===== src/rtl/uart_pkg.sv =====
// ----------------------------------------------------------------------------
// uart_pkg
//   Shared definitions for the UART echo-path transmit feeder:
//   byte width and the feeder sequencer state encoding.
// ----------------------------------------------------------------------------
package uart_pkg;

    localparam int BYTE_W = 8;

    typedef enum logic [1:0] {
        S_IDLE      = 2'd0,
        S_ASSERT    = 2'd1,
        S_WAIT_DONE = 2'd2,
        S_GAP       = 2'd3
    } tx_state_e;

endpackage


===== src/rtl/byte_fifo.sv =====
// ----------------------------------------------------------------------------
// byte_fifo
//   Power-of-two byte FIFO with registered occupancy flags and a sticky
//   overflow flag. The read data is read-ahead: o_dout always shows the
//   entry at the read pointer, so a pop consumes the value already visible.
//
// Ports
//   i_clk, i_rst     clock, asynchronous active-high reset
//   i_push, i_din    write strobe and byte (ignored when full -> overflow)
//   i_pop            consume head entry (ignored when empty)
//   o_dout           head entry (mem[rd_ptr])
//   o_count          occupancy 0..DEPTH
//   o_full, o_empty  registered occupancy flags
//   o_overflow       sticky dropped-write flag
//   i_clr_overflow   clears o_overflow; a drop in the same cycle wins
// ----------------------------------------------------------------------------
module byte_fifo
    import uart_pkg::*;
#(
    parameter int DEPTH  = 16,
    parameter int ADDR_W = 4
) (
    input  logic              i_clk,
    input  logic              i_rst,
    input  logic              i_push,
    input  logic [BYTE_W-1:0] i_din,
    input  logic              i_pop,
    output logic [BYTE_W-1:0] o_dout,
    output logic [ADDR_W:0]   o_count,
    output logic              o_full,
    output logic              o_empty,
    output logic              o_overflow,
    input  logic              i_clr_overflow
);

    localparam logic [ADDR_W:0] DEPTH_CNT = (ADDR_W + 1)'(DEPTH);

    logic [BYTE_W-1:0] mem_q [DEPTH];
    logic [ADDR_W-1:0] wr_ptr_q, wr_ptr_d;
    logic [ADDR_W-1:0] rd_ptr_q, rd_ptr_d;
    logic [ADDR_W:0]   count_q, count_d;
    logic              full_q, full_d;
    logic              empty_q, empty_d;
    logic              ovf_q, ovf_d;
    logic              push_ok;
    logic              pop_ok;

    always_comb begin
        push_ok  = i_push && !full_q;
        pop_ok   = i_pop && !empty_q;
        // Pointers wrap naturally because DEPTH is a power of two.
        wr_ptr_d = push_ok ? wr_ptr_q + ADDR_W'(1) : wr_ptr_q;
        rd_ptr_d = pop_ok  ? rd_ptr_q + ADDR_W'(1) : rd_ptr_q;
        count_d  = count_q;
        case ({push_ok, pop_ok})
            2'b10:   count_d = count_q + (ADDR_W + 1)'(1);
            2'b01:   count_d = count_q - (ADDR_W + 1)'(1);
            default: count_d = count_q;
        endcase
        full_d  = (count_d == DEPTH_CNT);
        empty_d = (count_d == '0);
        // Full is judged before any same-cycle pop, so a write into a full
        // FIFO is dropped even while the head is being consumed.
        ovf_d = ovf_q;
        if (i_push && full_q) begin
            ovf_d = 1'b1;
        end else if (i_clr_overflow) begin
            ovf_d = 1'b0;
        end
    end

    always_ff @(posedge i_clk or posedge i_rst) begin
        if (i_rst) begin
            wr_ptr_q <= '0;
            rd_ptr_q <= '0;
            count_q  <= '0;
            full_q   <= 1'b0;
            empty_q  <= 1'b1;
            ovf_q    <= 1'b0;
        end else begin
            wr_ptr_q <= wr_ptr_d;
            rd_ptr_q <= rd_ptr_d;
            count_q  <= count_d;
            full_q   <= full_d;
            empty_q  <= empty_d;
            ovf_q    <= ovf_d;
        end
    end

    // Storage carries no reset; the pointers define which entries are live.
    always_ff @(posedge i_clk) begin
        if (push_ok) begin
            mem_q[wr_ptr_q] <= i_din;
        end
    end

    assign o_dout     = mem_q[rd_ptr_q];
    assign o_count    = count_q;
    assign o_full     = full_q;
    assign o_empty    = empty_q;
    assign o_overflow = ovf_q;

endmodule


===== src/rtl/uart_tx_feeder.sv =====
// ----------------------------------------------------------------------------
// uart_tx_feeder
//   Elastic buffer between UartRxr and UartTxr. Received byte strobes are
//   queued in byte_fifo; a sequencer hands bytes one at a time to UartTxr
//   using its i_data_valid / o_good_to_reset_dv / o_send_complete handshake,
//   with an optional idle gap after each completed frame.
//
// Ports
//   i_clk, i_rst        clock, asynchronous active-high reset
//   i_wr_valid          one-cycle strobe qualifying i_wr_byte
//   i_wr_byte           byte to enqueue
//   o_byte_to_send      byte for UartTxr, stable while o_data_valid=1
//   o_data_valid        data valid to UartTxr
//   i_good_to_reset_dv  UartTxr has latched the byte
//   i_send_complete     UartTxr stop bit finished
//   o_count             FIFO occupancy 0..DEPTH
//   o_empty, o_full     FIFO occupancy flags
//   o_overflow          sticky: a write was dropped
//   i_clr_overflow      clears o_overflow (a same-cycle drop wins)
// ----------------------------------------------------------------------------
module uart_tx_feeder
    import uart_pkg::*;
#(
    parameter  int DEPTH    = 16,
    parameter  int GAP_CLKS = 0,
    localparam int ADDR_W   = $clog2(DEPTH)
) (
    input  logic              i_clk,
    input  logic              i_rst,
    input  logic              i_wr_valid,
    input  logic [BYTE_W-1:0] i_wr_byte,
    output logic [BYTE_W-1:0] o_byte_to_send,
    output logic              o_data_valid,
    input  logic              i_good_to_reset_dv,
    input  logic              i_send_complete,
    output logic [ADDR_W:0]   o_count,
    output logic              o_empty,
    output logic              o_full,
    output logic              o_overflow,
    input  logic              i_clr_overflow
);

    localparam int              GAP_W     = (GAP_CLKS > 1) ? $clog2(GAP_CLKS) : 1;
    localparam logic [GAP_W-1:0] GAP_LAST = GAP_W'((GAP_CLKS > 0) ? GAP_CLKS - 1 : 0);
    // Where a finished frame leads: through the gap only when one is configured.
    localparam tx_state_e       DONE_NEXT = (GAP_CLKS > 0) ? S_GAP : S_IDLE;

    tx_state_e         state_q, state_d;
    logic [GAP_W-1:0]  gap_q, gap_d;
    logic [BYTE_W-1:0] byte_q, byte_d;
    logic              dv_q, dv_d;
    logic              pop;
    logic [BYTE_W-1:0] fifo_dout;
    logic              fifo_empty;

    byte_fifo #(
        .DEPTH  (DEPTH),
        .ADDR_W (ADDR_W)
    ) u_fifo (
        .i_clk          (i_clk),
        .i_rst          (i_rst),
        .i_push         (i_wr_valid),
        .i_din          (i_wr_byte),
        .i_pop          (pop),
        .o_dout         (fifo_dout),
        .o_count        (o_count),
        .o_full         (o_full),
        .o_empty        (fifo_empty),
        .o_overflow     (o_overflow),
        .i_clr_overflow (i_clr_overflow)
    );

    always_comb begin
        state_d = state_q;
        gap_d   = gap_q;
        byte_d  = byte_q;
        dv_d    = dv_q;
        pop     = 1'b0;
        case (state_q)
            S_IDLE: begin
                // Head byte is read-ahead, so load and pop happen together.
                if (!fifo_empty) begin
                    pop     = 1'b1;
                    byte_d  = fifo_dout;
                    dv_d    = 1'b1;
                    state_d = S_ASSERT;
                end
            end
            S_ASSERT: begin
                if (i_good_to_reset_dv) begin
                    dv_d    = 1'b0;
                    gap_d   = '0;
                    state_d = i_send_complete ? DONE_NEXT : S_WAIT_DONE;
                end
            end
            S_WAIT_DONE: begin
                if (i_send_complete) begin
                    gap_d   = '0;
                    state_d = DONE_NEXT;
                end
            end
            S_GAP: begin
                if (gap_q == GAP_LAST) begin
                    state_d = S_IDLE;
                end else begin
                    gap_d = gap_q + GAP_W'(1);
                end
            end
            default: state_d = S_IDLE;
        endcase
    end

    always_ff @(posedge i_clk or posedge i_rst) begin
        if (i_rst) begin
            state_q <= S_IDLE;
            gap_q   <= '0;
            byte_q  <= '0;
            dv_q    <= 1'b0;
        end else begin
            state_q <= state_d;
            gap_q   <= gap_d;
            byte_q  <= byte_d;
            dv_q    <= dv_d;
        end
    end

    assign o_byte_to_send = byte_q;
    assign o_data_valid   = dv_q;
    assign o_empty        = fifo_empty;

endmodule


===== config.mk =====
export PLATFORM = sky130hd
export DESIGN_NAME = uart_tx_feeder
export DESIGN_NICKNAME = d
export VERILOG_FILES = /design/src/rtl/uart_pkg.sv /design/src/rtl/byte_fifo.sv /design/src/rtl/uart_tx_feeder.sv
export SDC_FILE = /design/constraint.sdc
export NUM_CORES = 1
export LEC_CHECK = 0
export ABC_AREA = 1
export CELL_PAD_IN_SITES_DETAIL_PLACEMENT = 2
export CELL_PAD_IN_SITES_GLOBAL_PLACEMENT = 2
export CORE_MARGIN = 4
export CORE_UTILIZATION = 45
export CTS_CLUSTER_SIZE = 12
export DETAILED_ROUTE_END_ITERATION = 8
export PLACE_DENSITY = 0.89
export SKIP_CTS_REPAIR_TIMING = 1
export SLEW_MARGIN = 20
export SYNTH_ARGS = -nofsm -noshare
export SYNTH_HDL_FRONTEND = slang
export SYNTH_SLANG_ARGS = --single-unit

===== constraint.sdc =====
create_clock -name i_clk -period 5.55 [get_ports i_clk]
set_clock_uncertainty 0.1 [all_clocks]
set_input_delay 1.11 -clock i_clk [delete_from_list [all_inputs] [get_ports i_clk]]
set_output_delay 1.11 -clock i_clk [all_outputs]
set_load 0.005 [all_outputs]

Word level (Yosys, flattened, before mapping)
Memory sizes are Yosys's and may differ from the RTL's. A register that Yosys moved wholly into a read port is not among the register bits.
Index checks and enable logic that the tools add are counted.
Widths: inputs -> output; s select.
{"block": "word_totals", "reg_bits": 20, "latchBits": 0, "mem_bits_rw": 128, "mem_bits_ro": 0, "output_inout_bits": 17, "word_cells": 59, "mem_count": 1}
{"memory": "u_fifo.mem_q", "depth": 16, "word_bits": 8, "rd": 1, "rd_clocked_by_memory_dff": 1, "wr": 1, "line": "byte_fifo.sv:38", "source": "logic [BYTE_W-1:0] mem_q [DEPTH];"}
{"block": "op_classes", "n_addsub": 5, "n_mul": 0, "div": 0, "magnitude_cmp": 0, "eq_ne": 10, "shift": 0, "muxes": 19, "n_bitwise": 1, "n_reduce_logical": 14}
{"operator": "$mux 1", "count": 10}
{"operator": "$mux 2", "count": 5}
{"operator": "$pmux 5 s2", "count": 1}
{"operator": "$add 4x1->4 const B", "count": 2}
{"operator": "$ne 2x2->1 const B", "count": 4}
{"operator": "$pmux 2 s4", "count": 1}
{"operator": "$eq 2x2->1 const B", "count": 3}
{"operator": "$reduce_and 3->1", "count": 2}
{"operator": "$add 5x1->5 const B", "count": 1}
{"operator": "$eq 5x5->1 const B", "count": 1}
{"operator": "$logic_not 5->1", "count": 1}
{"operator": "$sub 5x1->5 const B", "count": 1}
{"operator": "$eq 2x1->1 const B", "count": 2}
{"operator": "$reduce_and 4->1", "count": 1}
{"operator": "$reduce_bool 2->1", "count": 2}
{"operator": "$logic_and 1x1->1", "count": 3}
{"operator": "$pmux 1 s3", "count": 1}
{"operator": "$reduce_bool 3->1", "count": 1}
{"operator": "$logic_not 1->1", "count": 2}
{"operator": "$logic_not 2->1", "count": 1}
{"operator": "$pmux 1 s2", "count": 1}
{"operator": "$reduce_and 2->1", "count": 1}
{"operator": "$add 1x1->1 const B", "count": 1}
{"operator": "$not 1->1", "count": 1}

Logic depth before layout (Yosys ltp)
Gate-level depths: netlist of the first run.
{"block": "logic_depth", "ltp_word": 6, "ltp_mapped": 18, "ltp_nobuf": 18}

Hierarchy
Synthesis of the first run repeated with hierarchy kept, for this count alone.
{"block": "unflattened", "cells_unflattened": 520, "hier_area_um2": 6541.3}
{"module": "byte_fifo", "instances": 1, "cells_each": 465, "area_per_inst_um2": 6082.1, "seq_area_each_um2": 4245.3}
{"module": "uart_tx_feeder", "instances": 1, "cells_each": 55, "area_per_inst_um2": 459.2, "seq_area_each_um2": 275.3}

Least setup slack after synthesis of the first run
Ideal clock, no wire load.
{"block": "synth_path", "kind": "in2reg", "from": "input port i_wr_valid", "to": "register u_fifo.full_q (netlist: u_fifo.o_full)", "arrival_ns": 2.420, "required_ns": 5.381, "setup_slack_ns": 2.961, "cell_stages": 12, "n_path_buf": 0, "path_cell_list": "nand2_4 nand3_4 nand2_1 nand2_1 inv_1 ha_1 nand2_1 o21ai_0 or2_2 nor2_2 nand3_1 nor2_2"}
{"block": "synth_between", "elab_chain_len": 4, "elab_cells_between_ends": 5, "cone_classes": "3 x eq/ne; 1 x mux; 1 x reduce/logical"}
{"element": "start, declared", "line": "uart_tx_feeder.sv:30", "source": "input logic i_wr_valid,"}
{"element": "$logic_and 1x1->1 *", "line": "byte_fifo.sv:49", "source": "push_ok = i_push && !full_q;"}
{"element": "$eq 2x1->1 / $eq 2x2->1 (equally long branches)", "line": "byte_fifo.sv:55", "source": "case ({push_ok, pop_ok})"}
{"element": "$pmux 5 s2 *", "line": "byte_fifo.sv:55"}
{"element": "via u_fifo.count_d[1]", "line": "byte_fifo.sv:41", "source": "logic [ADDR_W:0] count_q, count_d;"}
{"element": "$eq 5x5->1 *", "line": "byte_fifo.sv:60", "source": "full_d = (count_d == DEPTH_CNT);"}
{"element": "via u_fifo.full_d", "line": "byte_fifo.sv:42", "source": "logic full_q, full_d;"}
{"element": "end signal, assigned", "line": "byte_fifo.sv:84", "source": "full_q <= full_d;"}
{"element": "end, declared", "line": "byte_fifo.sv:42"}
Mark *: on every way through the listed nets, which the timed path passes. The rest lies on a longest branch.
A chain may end at the register's enable or synchronous reset.

Worst setup path in the final report of the first run
{"block": "layout_path", "from": "register u_fifo.empty_q (netlist: u_fifo.o_empty)", "to": "register u_fifo.full_q (netlist: u_fifo.o_full)"}
{"block": "layout_between", "elab_chain_len": 6, "elab_cells_between_ends": 8, "cone_classes": "3 x eq/ne; 3 x mux; 2 x reduce/logical"}
{"element": "start, declared", "line": "byte_fifo.sv:43", "source": "logic empty_q, empty_d;"}
{"element": "start signal, assigned", "line": "byte_fifo.sv:85", "source": "empty_q <= empty_d;"}
{"element": "$mux 1", "line": "uart_tx_feeder.sv:82", "source": "if (!fifo_empty) begin"}
{"element": "$mux 1", "line": "uart_tx_feeder.sv:79", "source": "case (state_q)"}
{"element": "$logic_and 1x1->1 *", "line": "byte_fifo.sv:50", "source": "pop_ok = i_pop && !empty_q;"}
{"element": "$eq 2x1->1 / $eq 2x2->1 (equally long branches)", "line": "byte_fifo.sv:55"}
{"element": "$pmux 5 s2 *", "line": "byte_fifo.sv:55"}
{"element": "via u_fifo.count_d[1]", "line": "byte_fifo.sv:41"}
{"element": "$eq 5x5->1 *", "line": "byte_fifo.sv:60"}
{"element": "via u_fifo.full_d", "line": "byte_fifo.sv:42"}
Marked as above.

==> flow_summary.ini, run 1 <==
[floorplan]
dieArea_mm2 = 0.0162
core_mm2 = 0.0139
num_rows = 43
io_pins = 31
die_h_um = 127
die_w_um = 127
initial_core_util_pct = 46.0

[clock_tree]
max-clock-path-buffers = 2
cts_sinks = 155
numCtsBuffers = 17
clk_latency_ps = 440
cts_max_level = 4
ctsRootBufferMaster = clkbuf_16
path_clk_slew_ps = 60
cts_tree = done

[setup_path]
slowest_delay_ps = 610
crit_type = flop to flop
rrSetupSlack_ps = 2060
crit_arrival_ps = 3750
worstPathMaxFanout = 15
end_kind = flop
crit_required_ps = 5820
critPathLaunchType = flop
critPathSlowestCell = nand2_1
path_cells = inv_2 > nand2_1 > clkinv_1 > ha_1 > inv_2 > nand2_1 > o21ai_0 > or2_2 > nor2_2 > nand3_1 > nor2_2

[power]
pwr_density_cell_mw_per_mm2 = 612
p_leak_nw = 2.72
ir_drop_uv = 286

[final_layout]
ff_latch_area_mm2 = 0.00452
final_layout_size_suffix_gt1_share_pct = 10.1
fin_cells = 736
layout.nets = 564
multi_input_area_mm2 = 0.00166
antenna_cells = 0
syn2layout_area_growth_pct = 17.9
fillCellCount = 1307

[routing]
vias = 4440
routed_wl_mm = 21.9
initialDrtViolationCount = 461
drc = 0
dr.pass1.iters = 5
wire_per_inst_um = 29.7
drtAntennaViolNets = 0
viasPerCell = 6.03

[run]
max_cap_violations = 0

[placement]
dp_hpwl_mm = 12.7
dp.cells = 703
port_buffers = 30
dp_slack_ps = 2020
gp_congestion = 0.834

[global_routing]
overflow = 0
grt_first_pass_wirelength_mm = 33.2
track_usage_pct = 28.3
grt_max_degree = 67
antenna_found_initial = 0
grt_pass1_vias = 5029

[yosys]
yosysTopAreaCellShare_pct = 60.2
synthArstFlopShare_pct = 17.4
synth_area_per_cell_um2 = 12.5
syn-cell-area_mm2 = 0.00638
synth_flop_cell = edfxtp_1
netlist_top_cells_area = edfxtp_1 60%, dfrtp_1 10%, nand2_1 3.9%, nor2_1 3.7%, o21ai_0 3.1%
yosys_warnings = 0
yosysMostFrequentCell = edfxtp_1
synth_area_leader_cell = edfxtp_1
synth_cell_types = 36
synth_common_cells = 128 x edfxtp_1, 66 x nand2_1, 63 x nor2_1
syn_inst = 511
ys_ff_latch = 155
synth_edf_count = 128
syn_nets = 532
ys_seq_area_share_pct = 70.8

[timing]
relSlewSlack_pct = 23.8
max_freq_mhz = 287
finalCritPeriodShare_pct = 62.8
worstMarginPinSlew_ps = 1140
rsz0062_at_grt = no
finalSetupTns_ps = 0
setup_ws_ps = 2060
finalMaxSlewViolations = 0
setup_viol = 0
hold_viol = 0
layout_min_cycle_time_ps = 3490

[min_path]
hold_path_class = flop to flop

[run_status]
status = finished clean
flip-flops by register name, summed over array words and instances (netlist names), 2 cells and up:
| name | cells |
|---|---|
| u_fifo.rd_ptr_q | 4 |
| u_fifo.wr_ptr_q | 4 |
| state_q | 2 |
| o_byte_to_send | 8 |
| u_fifo.mem_q | 128 |
| u_fifo.o_count | 5 |
final timing paths:
kind / from / endpoint / cells past startpoint
worst min-delay path: u_fifo.o_full / u_fifo.o_overflow / 2
worst max-delay path: u_fifo.o_empty / u_fifo.o_full / 11
worst max register to register: u_fifo.o_empty / u_fifo.o_full / 11
max in group asynchronous: i_rst / u_fifo.o_empty / 3
min in group asynchronous: i_rst / o_byte_to_send[6] / 3
worst min register to register: u_fifo.o_full / u_fifo.o_overflow / 2
metrics by stage:
stage | cell area, µm² | hold slack, ps | power (mW) | util, %
2_1_floorplan | 6380 | 375 | 2.53 | -
3_3_place_gp | 6830 | 366 | 2.97 | 49.2
6_report | 7520 | 429 | 4.60 | 54.2
5_1_grt | 7520 | 463 | 4.83 | 54.2
4_1_cts | 7510 | 438 | 4.62 | 54.1
3_5_place_dp | 6830 | 405 | 3.13 | 49.2
worst max-delay path, delay by kind of cell, from the launching register on:
kind | cells | cell delay (ps)
AND/OR/NAND/NOR | 6 | 1320
flip-flops | 1 | 550
AO/OA/AOI/OAI | 1 | 100
adder cells (fa/ha/maj) | 1 | 570
buffers and inverters | 3 | 780
power breakdown:
part	leakage, nW	internal, mW	switching, mW
logic	0.905	0.483	1.15
clock network	0.332	0.886	0.482
registers	1.48	1.46	0.141
placed cells by master (no fill, tap or decap), drive strengths merged, types with 8 or more instances in the layout:
master,count
edfxtp,128
nand2,71
nor2,68
o21ai,62
clkdlybuf4s50,30
inv,28
dfrtp,26
a21oi,22
clkbuf,19
nand3,15
o22ai,11
o221ai,10
mux2i,10
clkinv,8
layer usage:
metal / vias up / GRT usage (%) / share of wire, %
li1: 1895 / - / -
met1: 2355 / 36.0 / 42
met2: 149 / 49.1 / 52
met3: 41 / 4.85 / 4.0
met4: 0 / 10.1 / 2.6
met5: - / 0 / 0
final cells by class:
type                       instances  share of cell area, %
timing repair buffer              34                   4.39
multi-input combinational        305                   22.0
sequential                       155                   60.1
tap                              180                   2.99
clock inverter                    13                   3.28
clock buffer                      19                   5.75
inverter                          30                   1.50
cell families (layout without fill, tap and decap cells):
logic type | Yosys count | count (layout) | share of synthesized area [%]
compound gates | 115 | 115 | 10.2
xor+xnor | 8 | 8 | 1.22
fa+ha+maj | 7 | 7 | 1.37
buf+inv | 51 | 96 | 3.43
flops | 155 | 155 | 70.8
mux | 10 | 10 | 1.57
simple gates | 165 | 165 | 11.4
No activity file was read; power rests on OpenSTA's default activity.
==> inputs of run 2 (changes only) <==
CORE_UTILIZATION = 38   (was 45)
PLACE_DENSITY = 0.81   (was 0.89)
clock period = 3.16 ns   (was 5.55 ns; I/O delays follow)
==> run 2 against run 1 <==
Effect of this change:
- final cell count rose by 8.3%
- largest cell class unchanged
- sequential cell count stayed put
- worst setup slack got worse by 1500 ps
- via count fell by 1.7%
==> flow_summary.ini, run 2 (synthesis gave the netlist of run 1 again) <==
[run_status]
status = finished clean

[routing]
dr_wl_met2_mm = 11.0
drtAntennaViolNets = 0
m1WireLength_mm = 8.54
highest_layer = met4
vias = 4363
wire_per_inst_um = 26.0
drc = 0
viasPerCell = 5.47
dr.pass1.iters = 6
routed_wl_mm = 20.7
initialDrtViolationCount = 433
wl_met3_um = 934

[setup_path]
cp_num_buf_inv = 3
crit_required_ps = 3430
worstPathMaxFanout = 10
critPathSlowestCell = dfstp_2
critPathLaunchType = flop
r2r_start = u_fifo.o_empty
slowest_delay_ps = 540
path_cells = inv_2 > nand2_1 > clkinv_1 > ha_1 > inv_2 > nand2_1 > o21ai_0 > or2_2 > nor2_2 > nand3_1 > nor2_1
crit_arrival_ps = 2880
rr_endpoint = u_fifo.o_empty
r2r_cells = 11
path_delay_family = simple AND/OR/NAND/NOR gates
rrSetupSlack_ps = 550
end_kind = flop
crit_type = flop to flop

[timing]
setup_viol = 0
finalSetupTns_ps = 0
hold_viol = 0
finalCritPeriodShare_pct = 82.5
layout_min_cycle_time_ps = 2610
rsz0062_at_grt = no
finalMaxSlewViolations = 0
relSlewSlack_pct = 46.2
max_freq_mhz = 384
setup_ws_ps = 553
worstMarginPinSlew_ps = 807

[placement]
dp_slack_ps = 311
gp_congestion = 0.797
port_buffers = 30
place_area_mm2 = 0.00706
dp_hpwl_mm = 12.8

[min_path]
hold_end = o_byte_to_send[0]
worstHoldPathCells = 2
hold_path_class = flop to flop
min_from = o_byte_to_send[0]

[clock_tree]
cts_sinks = 155
clk_latency_ps = 430
numCtsBuffers = 17
cts_tree = done
ctsRootBufferMaster = clkbuf_16
path_clk_slew_ps = 60
cts_max_level = 4
max-clock-path-buffers = 2

[final_layout]
regMostFlops = u_fifo.mem_q
antenna_cells = 0
fillCellCount = 1640
largest_reg_flops = 128
layout.nets = 585
finalInstanceArea_mm2 = 0.00767
layout_commonest_cell = edfxtp_1
final_layout_size_suffix_gt1_share_pct = 13.3
layout_common_cells = 128 x edfxtp_1, 66 x nand2_1, 63 x nor2_1
post-route-util_pct = 46.4
syn2layout_area_growth_pct = 20.2

[floorplan]
die_h_um = 138
num_rows = 47
dieArea_mm2 = 0.0189
initial_core_util_pct = 38.6
core_mm2 = 0.0165
die_w_um = 138
io_pins = 31

[power]
seqPwrFrac_pct = 35.9
ir_drop_uv = 354
p_sw_mw = 2.96
comb_power_share_pct = 36.3
swShare_pct = 38.0
p_clk_share_pct = 27.8
pwr_density_cell_mw_per_mm2 = 1020
p_leak_nw = 2.80
power.internal_mw = 4.84
power_mw = 7.80

[run]
max_cap_violations = 0

[global_routing]
grt_max_degree = 67
grt_pass1_vias = 4937
overflow = 0
track_usage_pct = 23.3
antenna_found_initial = 0
grt_first_pass_wirelength_mm = 31.4
## run 2: cell count changes in the layout (fill, tap and decap cells not counted), sizes merged
cell,previous run,this run
buf,4,25
clkinv,8,9
bufinv,7,4
clkinvlp,0,2
## run 2: metal layers
layer  global-route usage (%)  vias to the layer above
met5                        0                        -
met4                     7.15                        0
met3                     4.16                       23
met2                     41.2                      105
met1                     29.1                     2300
li1                         -                     1935
## run 2: stage by stage
stage	hold slack (ps)	cells
6_report	424	797
3_3_place_gp	381	765
5_1_grt	441	797
4_1_cts	433	797
2_1_floorplan	375	511
3_5_place_dp	397	765
## run 2: tightest hold or removal path: stages, from the launching register on
cell and delay (ps):
dfrtp_1 360, nand2_1 60, o31ai_1 70
## run 2: final cells by class
class                      instances  area, µm²  area share (%)
sequential                       155       4520            58.9
multi-input combinational        305       1650            21.4
timing repair buffer              55        500            6.52
clock buffer                      19        443            5.77
tap                              220        275            3.59
clock inverter                    13        174            2.27
inverter                          30        113            1.47
## run 2: power by group through the flow
stage | clock (mW) | sequential, mW | combinational, mW
5_1_grt | 2.28 | 2.84 | 3.12
2_1_floorplan | 0 | 2.75 | 1.69
3_3_place_gp | 0 | 2.79 | 2.54
4_1_cts | 2.20 | 2.80 | 2.88
6_report | 2.17 | 2.80 | 2.83
3_5_place_dp | 0 | 2.83 | 2.76
## run 2: how the worst max path moves through the flow
stage	start	end	slack (ps)	cells after the start
after floorplan	u_fifo.o_empty	u_fifo.o_full	900	11
after global placement	i_wr_valid	u_fifo.o_full	380	13
after detailed placement	i_wr_valid	u_fifo.o_empty	310	13
after CTS	u_fifo.o_empty	u_fifo.o_empty	560	11
after global routing	u_fifo.o_empty	u_fifo.o_empty	340	11
final	u_fifo.o_empty	u_fifo.o_empty	550	11
==> inputs of run 3 (changes only) <==
CORE_UTILIZATION = 42   (was 38)
PLACE_DENSITY = 0.84   (was 0.81)
clock period = 2.41 ns   (was 3.16 ns; I/O delays follow)
==> run 3 against run 2 <==
Effect of this change:
- combinational power increased by 40%
- total power increased by 28%
- non-clock buffer count increased by 10
- critical path type unchanged
- global-route usage increased by 1.9 points
- sequential power increased by 31%
- via count increased by 1.1%
- first-iteration DRC count decreased by 0.92%
- fmax increased by 13%
- clock power increased by 8%
- die area decreased by 9.0%
- highest routed layer unchanged
- final cell count decreased by 3.4%
- routed wire length increased by 1.1%
==> flow_summary.ini, run 3 (synthesis gave the netlist of run 1 again) <==
[timing]
relSlewSlack_pct = 55.0
hold_viol = 0
finalSetupTns_ps = 0
max_freq_mhz = 432
layout_min_cycle_time_ps = 2310
setup_viol = 0
worstMarginPinSlew_ps = 672
setup_ws_ps = 97.4
finalMaxSlewViolations = 0
finalCritPeriodShare_pct = 96.0

[clock_tree]
cts_max_level = 4
numCtsBuffers = 17
path_clk_slew_ps = 60
cts_sinks = 155
max-clock-path-buffers = 2
cts_tree = done
ctsRootBufferMaster = clkbuf_16
clk_latency_ps = 440

[placement]
dp_slack_ps = -328
dp.cells = 737
gp_congestion = 0.773
dp_hpwl_mm = 12.8
port_buffers = 30

[routing]
drtAntennaViolNets = 0
initialDrtViolationCount = 429
dr.pass1.iters = 4
wire_per_inst_um = 27.2
viasPerCell = 5.73
routed_wl_mm = 20.9
vias = 4413
drc = 0

[power]
p_clk_share_pct = 23.5
swShare_pct = 39.7
ir_drop_uv = 587
p_sw_mw = 3.96
power.internal_mw = 6.02
comb_power_share_pct = 39.6
seqPwrFrac_pct = 36.9
pwr_density_cell_mw_per_mm2 = 1310
p_leak_nw = 2.80

[run_status]
status = finished clean

[run]
max_cap_violations = 0

[final_layout]
antenna_cells = 0
layout_common_cells = 128 x edfxtp_1, 66 x nand2_1, 63 x nor2_1
layout_commonest_cell = edfxtp_1
syn2layout_area_growth_pct = 18.9
final_layout_size_suffix_gt1_share_pct = 14.2
largest_reg_flops = 128
layout.nets = 595
post-route-util_pct = 51.7
fin_cells = 770
regMostFlops = u_fifo.mem_q

[global_routing]
overflow = 0
track_usage_pct = 25.2
grt_max_degree = 67
grt_first_pass_wirelength_mm = 32.5
antenna_found_initial = 0
grt_pass1_vias = 5146

[setup_path]
crit_arrival_ps = 2580
crit_required_ps = 2680
worstPathMaxFanout = 3
critPathLaunchType = flop
end_kind = flop
crit_type = flop to flop

[floorplan]
num_rows = 44
die_w_um = 131
io_pins = 31
core_mm2 = 0.0147
initial_core_util_pct = 43.4
dieArea_mm2 = 0.0172
die_h_um = 131

[min_path]
hold_path_class = input port to flop
## run 3: power groups by stage
| stage | registers (mW) | logic, mW | clock network, mW |
|---|---|---|---|
| 6_report | 3.68 | 3.95 | 2.35 |
| 5_1_grt | 3.73 | 4.30 | 2.51 |
| 4_1_cts | 3.68 | 3.90 | 2.39 |
| 3_5_place_dp | 3.71 | 3.72 | 0 |
| 3_3_place_gp | 3.66 | 3.40 | 0 |
| 2_1_floorplan | 3.60 | 2.22 | 0 |
## run 3: area by class of cell
type | count | area [µm²]
clock inverter | 13 | 61.3
multi-input combinational | 305 | 1660
timing repair buffer | 65 | 578
fill | 1403 | 7110
sequential | 155 | 4520
clock buffer | 18 | 429
inverter | 30 | 113
tap | 184 | 230
## run 3: layer usage
layer  routed length [µm]  vias to the layer above  GRT usage, %  share of wire (%)
li1                     -                     1959             -                  -
met1                 8020                     2297          29.5                 38
met2                11300                      114          45.3                 54
met3                 1010                       43          4.97                4.8
met4                  626                        0          11.0                3.0
met5                    0                        -             0                  0
## run 3: worst paths after layout
kind                                       to  depth (start not counted)  slack, ps               from
max in group asynchronous  u_fifo.rd_ptr_q[0]                          3       1500              i_rst
min                         u_fifo.o_overflow                          3        280         i_wr_valid
min reg2reg                 o_byte_to_send[1]                          2        400  o_byte_to_send[1]
max reg2reg                     u_fifo.o_full                         11        100         state_q[0]
min in group asynchronous   o_byte_to_send[3]                          3        350              i_rst
max                             u_fifo.o_full                         11        100         state_q[0]
## run 3: worst max-delay path: stages (launching register included)
cell	delay (ps)
dfrtp_2	440
nor2_4	170
nand4_1	150
nand2_1	130
inv_1	90
ha_1	310
nand2_1	80
o21ai_1	90
or2_2	290
nor2_2	120
nand3_1	130
nor2_2	140
## run 3: through the flow
step / hold WS [ps] / power (mW) / instance area (µm²)
2_1_floorplan: 375 / 5.82 / 6380
3_3_place_gp: 369 / 7.06 / 7070
3_5_place_dp: 389 / 7.43 / 7070
4_1_cts: 354 / 9.96 / 7560
5_1_grt: 314 / 10.5 / 7590
6_report: 278 / 9.97 / 7590
